$ cat src/rtl/sev_seg_pkg.sv
// sev_seg_pkg: segment constants, hex-to-segment table and dwell derivation for the scan controller
package sev_seg_pkg;
  localparam logic [6:0] SEG_BLANK = 7'h7F;
  localparam logic [16*7-1:0] SEG_LUT = {
    7'h0E, 7'h06, 7'h21, 7'h46, 7'h03, 7'h08, 7'h10, 7'h00,
    7'h78, 7'h02, 7'h12, 7'h19, 7'h30, 7'h24, 7'h79, 7'h40
  };
  function automatic logic [6:0] hex_decode(input logic [3:0] h);
    return SEG_LUT[7*h +: 7];
  endfunction
  function automatic int dwell_cycles(input int clk_hz, input int dwell_hz);
    return clk_hz / dwell_hz;
  endfunction
endpackage

$ cat src/rtl/seg_hex_decode.sv
// seg_hex_decode: combinational hex digit (hex) to active-low {g,f,e,d,c,b,a} pattern (seg)
module seg_hex_decode
  import sev_seg_pkg::*;
(
  input  logic [3:0] hex,
  output logic [6:0] seg
);
  assign seg = hex_decode(hex);
endmodule

$ cat src/rtl/sev_seg_scan_ctrl.sv
// sev_seg_scan_ctrl: 8-digit seven-segment scanner; ports clk, rst_n, digits, digit_en, update_req -> update_ack, an, ca, frame_tick; optional SEV_SEG_LEADING_ZERO_BLANK_EN
module sev_seg_scan_ctrl
  import sev_seg_pkg::*;
#(
  parameter int CLK_HZ     = 100000000,
  parameter int DWELL_HZ   = 1000,
  parameter int GHOST_CYC  = 4,
  parameter int NUM_DIGITS = 8
) (
  input  logic                    clk,
  input  logic                    rst_n,
  input  logic [4*NUM_DIGITS-1:0] digits,
  input  logic [NUM_DIGITS-1:0]   digit_en,
  input  logic                    update_req,
  output logic                    update_ack,
  output logic [NUM_DIGITS-1:0]   an,
  output logic [6:0]              ca,
  output logic                    frame_tick
);
  localparam int DWELL = dwell_cycles(CLK_HZ, DWELL_HZ);
  localparam int CW = $clog2(DWELL);
  localparam int IW = $clog2(NUM_DIGITS);
  logic [CW-1:0] cnt;
  logic [IW-1:0] idx;
  logic [4*NUM_DIGITS-1:0] sh_dig;
  logic [NUM_DIGITS-1:0] sh_en, blank;
  logic [6:0] seg;
  logic wrap, lit;
  assign wrap = cnt == CW'(DWELL - 1);
  assign frame_tick = wrap && idx == IW'(NUM_DIGITS - 1);
  assign update_ack = frame_tick && update_req;
  assign lit = cnt >= CW'(GHOST_CYC) && sh_en[idx] && !blank[idx];
  seg_hex_decode u_dec (.hex(sh_dig[{idx, 2'b00} +: 4]), .seg(seg));
`ifdef SEV_SEG_LEADING_ZERO_BLANK_EN
  logic [NUM_DIGITS-1:0] lz;
  logic z;
  // a digit is blanked while it and every digit above it are zero; digit 0 never blanks
  always_comb begin
    lz = '0;
    z = 1'b1;
    for (int i = NUM_DIGITS - 1; i >= 1; i--) begin
      z = z && digits[4*i +: 4] == 4'd0;
      lz[i] = z;
    end
  end
  always_ff @(posedge clk or negedge rst_n)
    if (!rst_n) blank <= '0;
    else if (update_ack) blank <= lz;
`else
  assign blank = '0;
`endif
  always_ff @(posedge clk or negedge rst_n) begin
    if (!rst_n) begin
      cnt <= '0;
      idx <= '0;
      sh_dig <= '0;
      sh_en <= '0;
      an <= '1;
      ca <= SEG_BLANK;
    end else begin
      cnt <= wrap ? '0 : cnt + 1'b1;
      if (wrap) idx <= idx == IW'(NUM_DIGITS - 1) ? '0 : idx + 1'b1;
      if (update_ack) begin
        sh_dig <= digits;
        sh_en <= digit_en;
      end
      an <= lit ? ~(NUM_DIGITS'(1) << idx) : '1;
      ca <= lit ? seg : SEG_BLANK;
    end
  end
endmodule

$ cat config.mk
export PLATFORM = sky130hd
export DESIGN_NAME = sev_seg_scan_ctrl
export DESIGN_NICKNAME = d
export VERILOG_FILES = /design/src/rtl/sev_seg_pkg.sv /design/src/rtl/seg_hex_decode.sv /design/src/rtl/sev_seg_scan_ctrl.sv
export SDC_FILE = /design/constraint.sdc
export NUM_CORES = 1
export LEC_CHECK = 0
export CORE_AREA = 4 4 85 87
export CTS_CLUSTER_DIAMETER = 100
export DETAILED_ROUTE_END_ITERATION = 7
export DIE_AREA = 0 0 89 91
export GPL_TIMING_DRIVEN = 0
export PLACE_DENSITY_LB_ADDON = 0.1
export SYNTH_ARGS = -nofsm -noshare
export SYNTH_HDL_FRONTEND = slang
export SYNTH_SLANG_ARGS = --single-unit
$ cat constraint.sdc
create_clock -name clk -period 7.25 [get_ports clk]
set_clock_uncertainty 0.1 [all_clocks]
set_input_delay 0.725 -clock clk [delete_from_list [all_inputs] [get_ports clk]]
set_output_delay 0.725 -clock clk [all_outputs]
set_load 0.03 [all_outputs]
# ---- After elaboration in Yosys (flattened, before gate mapping)
# Memory sizes are Yosys's and may differ from the RTL's.
# Index checks and enable logic that the tools add are counted.
dict set report totals {
  ff_bits 75
  romBits 8
  in_bits 43
  output_inout_bits 17
  word_cells 30
  memories 1
}
# name depth width rd rd_clocked_by_memory_dff wr line_no
set memory_table {}
lappend memory_table {{(name not given)} 8 1 1 0 0 sev_seg_scan_ctrl.sv:32} ;# assign lit = cnt >= CW'(GHOST_CYC) && sh_en[idx] && !blank[idx];
dict set report classes {
  n_addsub 2
  mul 1
  magnitude_cmp 2
  n_eq_ne 2
  shift 3
  muxes 7
  bitwise 1
  reduce_logical 5
}
# operator count
set op_table {}
lappend op_table {{$shiftx A112 B8 Y7 const A} 1}
lappend op_table {{$shiftx A32 B6 Y4} 1}
lappend op_table {{$add A17 B1 Y17 const B} 1}
lappend op_table {{$eq A17 B17 Y1 const B} 1}
lappend op_table {{$ge A17 B3 Y1 const B} 1}
lappend op_table {{$mux W17} 1}
lappend op_table {{$mux W8} 1}
lappend op_table {{$not A8 Y8} 1}
lappend op_table {{$shl A1 B3 Y8 const A} 1}
lappend op_table {{$mul A3 B4 Y7 const A} 1}
lappend op_table {{$mux W7} 1}
lappend op_table {{$logic_and A1 B1 Y1} 4}
lappend op_table {{$lt A3 B4 Y1 const B} 1}
lappend op_table {{$add A3 B1 Y3 const B} 1}
lappend op_table {{$bmux W1 S3} 1}
lappend op_table {{$eq A3 B3 Y1 const B} 1}
lappend op_table {{$mux W3} 1}
lappend op_table {{$mux W1} 2}
lappend op_table {{$logic_not A1 Y1} 1}

# ---- Depth between registers and ports, before layout
dict set report depth {
  depth_word 5
  mapped_depth 9
}

# ---- Cells and area by module
# From an unflattened synthesis, not the netlist that was laid out.
dict set report hier_totals {
  hier_cells 282
  hier_area_um2 3627.2
}
# module instances cells_each area_per_inst_um2
set by_module_without_submodules {}
lappend by_module_without_submodules {sev_seg_scan_ctrl 1 246 3374.5}
lappend by_module_without_submodules {seg_hex_decode 1 36 252.7}

# ---- Least setup slack after synthesis
# No wires, ideal clock.
dict set report synth_path {
  path_kind {reg-to-output}
  startpoint {register cnt[11]}
  endpoint {output update_ack}
  t_arrival_ns 1.786
  t_required_ns 6.425
  setup_slack_ns 4.639
  path_stages_with_launch 5
  path_buffers 0
  path_cell_list {dfrtp_1 nor4_1 nand2_1 nor4_1 and3_1}
}
dict set report synth_via {
  elab_chain_cells 3
}
# element line_no
set synth_lines {}
lappend synth_lines {{start: declaration} sev_seg_scan_ctrl.sv:23} ;# logic [CW-1:0] cnt;
lappend synth_lines {{start signal: assignment} sev_seg_scan_ctrl.sv:61} ;# cnt <= wrap ? '0 : cnt + 1'b1;
lappend synth_lines {{$eq A17 B17 Y1} sev_seg_scan_ctrl.sv:29} ;# assign wrap = cnt == CW'(DWELL - 1);
lappend synth_lines {{$logic_and A1 B1 Y1} sev_seg_scan_ctrl.sv:30} ;# assign frame_tick = wrap && idx == IW'(NUM_DIGITS - 1);
lappend synth_lines {{$logic_and A1 B1 Y1} sev_seg_scan_ctrl.sv:31} ;# assign update_ack = frame_tick && update_req;
lappend synth_lines {{end: declaration} sev_seg_scan_ctrl.sv:15} ;# output logic update_ack,
# Every way passes these cells.

# ---- Worst setup path after layout
# Ends and elaborated chain as after synthesis.

==> results.txt <==
FF+latch area -> 1900 um2
Post-CTS Hold Fix Bufs -> 0
Netlist cell types -> 36
Worst EP required -> 6.42 ns
transition time of the tightest slew-check pin -> 0.972 ns
# setup viols final -> 0
DRT iter0 DRCs -> 89
YS warnings -> 0
first-pass iteration count of the detailed router -> 4
Critical Path Sink Type -> output port
Top Usage Layer GRT -> met2
Die Y-Extent -> 91 um
full die area -> 8100 um2
largest net degree at the start of global routing -> 76
#FFs+latches synth -> 75
H-tree depth -> 3
vias per cell -> 5.48
CTS Buf Count -> 9
total gr overflow -> 0
GRT Total Usage -> 19.0%
total number of vias -> 2,323
fraction of layout cells with a size suffix above 1 -> 29.1%
Initial Util -> 58.1%
Hold Crit Class -> in -> async
Root Buffer -> clkbuf_8
vias in the first global route -> 2,424
Fin. Hold Viols -> 0
P&R area growth vs syn -> 25.1%
area of the core -> 6350 um2
Leak -> 2.17 nW
DIE WIDTH -> 89 um
Clk pin slew, worst setup/hold paths -> 0.07 ns
drt drc -> 0
clock buffer depth -> 2
reg2reg path depth -> 7
Post-synth ARST share -> 100%
largest fanout on the critical path -> 6
maximum clock frequency -> 256 MHz
met2 Use GR -> 29.6%
global-route wire length before repair -> 11,700 um
Peak VDD IR -> 0.000144 V
setup bufs post-CTS -> 0
Port Buf Inserts -> 59
Synth Cell Area -> 3690 um2
routing usage on met3 -> 4.89%
ANT cells -> 0
Critical Path Source Type -> flop
WS Path Type -> reg -> out
status -> finished clean
max_cap viols -> 0
Slew Viols, Final -> 0
min Tclk post-route -> 3.90 ns
Reg-to-Reg Start -> idx[0]
relative slew slack -> 34.6%
Post-CTS Resized -> 0
Multi-input gate area -> 1670 um2
Post-Route WL -> 7070 um
standard-cell row count -> 29
unrepaired setup endpoints after global routing -> no
Clock Latency Late Sink -> 0.35 ns
GP Congestion -> 0.908
pre-CTS WS -> 3.74 ns
CP arrival -> 3.07 ns
r2r endpoint -> ca[3]
Mapped Avg Cell Area -> 13.6 um2
CTS Sinks -> 75
reg-to-reg setup timing slack -> 4.62 ns
routed len/inst -> 16.7 um
post-route ant nets -> 0
pwr dens -> 173 nW/um2
syn_nets -> 328
final worst path period share -> 53.8%
Post-synth EDFFs -> 0
Seq/Total Area, Yosys -> 51.3%
# fillers -> 448
CTS tree -> built
setup TNS -> 0 ns
Primary FF master, synth -> dfrtp_1
post-detail-place hpwl -> 5080 um
initial antenna violation count -> 0
GR Util met1 -> 24.9%
Final nets -> 399
PnR worst setup slack -> 3.35 ns
io pins -> 60
Mapped Cells -> 271
-- routing by layer --
layer	vias to the layer above	wire (um)	share of wire, %
met3	12	368	5.2
met4	0	150	2.1
met5	-	0	0
li1	1093	-	-
met2	69	3390	48
met1	1149	3150	45
-- power by group --
part / internal (mW) / switching, mW
registers: 0.418 / 0
logic: 0.0215 / 0.0117
clock network: 0.192 / 0.154
-- critical path, stage by stage (launching register included) --
cell             delay, ns
dfrtp_1               0.43
nor4_1                0.31
nand2_1               0.18
nor4_1                0.87
and3_1                0.26
clkdlybuf4s50_1       0.67
-- area by class of cell --
| class | instances | share of cell area (%) |
|---|---|---|
| Inverter | 9 | 0.731 |
| Tap cell | 77 | 2.09 |
| Sequential cell | 75 | 41.0 |
| Clock inverter | 7 | 2.00 |
| Multi-Input combinational cell | 174 | 36.1 |
| Clock buffer | 9 | 2.68 |
| Buffer | 13 | 2.00 |
| Timing Repair Buffer | 60 | 13.3 |
-- sequential cells by signal, indices dropped and copies added, names as in the netlist --
| name | cells |
|---|---|
| ca | 7 |
| cnt | 17 |
| idx | 3 |
| sh_dig | 32 |
| sh_en | 8 |
| an | 8 |
-- synthesized netlist by cell type (2+ instances only) --
master	instances	area [um2]
dfstp_2	15	394
mux2_2	3	33.8
o22ai_1	2	12.5
nor3_1	2	10.0
o221ai_1	3	26.3
mux4_2	10	225
buf_6	4	45.0
nand3_1	10	50.1
ha_1	14	175
nand2b_1	2	12.5
mux2_4	40	601
buf_2	4	20.0
nand2_1	23	86.3
a21oi_1	3	15.0
inv_1	8	30.0
o211ai_1	2	15.0
buf_4	2	15.0
clkbuf_1	2	7.51
nor2_1	17	63.8
nor4_1	5	31.3
xor2_1	5	43.8
or2_2	2	12.5
o21ai_0	4	20.0
nand4_1	5	31.3
dfrtp_1	60	1500
and4_1	2	17.5
mux2i_1	4	40.0
xnor2_1	10	87.6
-- worst max-delay path by stage --
stage	end	from	depth (start not counted)
final	update_ack	cnt[11]	5
after detailed placement	update_ack	cnt[11]	5
after floorplan	update_ack	cnt[11]	4
after CTS	update_ack	cnt[11]	5
after global placement	sh_dig[28]	rst_n	1
after global routing	update_ack	cnt[11]	5
-- cell families after synthesis --
family,share of synthesized area (%)
flip-flops,51.3
buffers and inverters,3.42
multiplexers,24.4
AO/OA/AOI/OAI,2.68
adder cells (fa/ha/maj),4.74
XOR/XNOR,3.56
AND/OR/NAND/NOR,9.90
-- cell usage in the layout (no fill, tap or decap), drive strengths merged, types with 3 or more instances in the layout --
cell           count
nand3             11
ha                14
clkinvlp           3
nand4              5
clkinv             3
buf               12
mux2              43
a21oi              3
o21ai              4
clkbuf            12
inv                8
xor2               5
nor2              17
mux4              10
clkdlybuf4s50     58
o221ai             3
nand2             23
nor4               6
xnor2             10
dfrtp             60
mux2i              4
dfstp             15
-- per-stage QoR --
| stage | std cells | instance area [um2] | hold WS, ns | utilization (%) | power (mW) |
|---|---|---|---|---|---|
| 6_report | 424 | 4620 | 0.277 | 72.8 | 0.798 |
| 3_5_place_dp | 408 | 4400 | 0.391 | 69.4 | 0.460 |
| 3_3_place_gp | 407 | 4380 | 0.381 | 69.0 | 0.458 |
| 2_1_floorplan | 271 | 3690 | 0.329 | - | 0.427 |
| 4_1_cts | 424 | 4620 | 0.288 | 72.8 | 0.806 |
| 5_1_grt | 424 | 4620 | 0.302 | 72.8 | 0.826 |
Note: power is estimated with default switching activity, not from simulation.
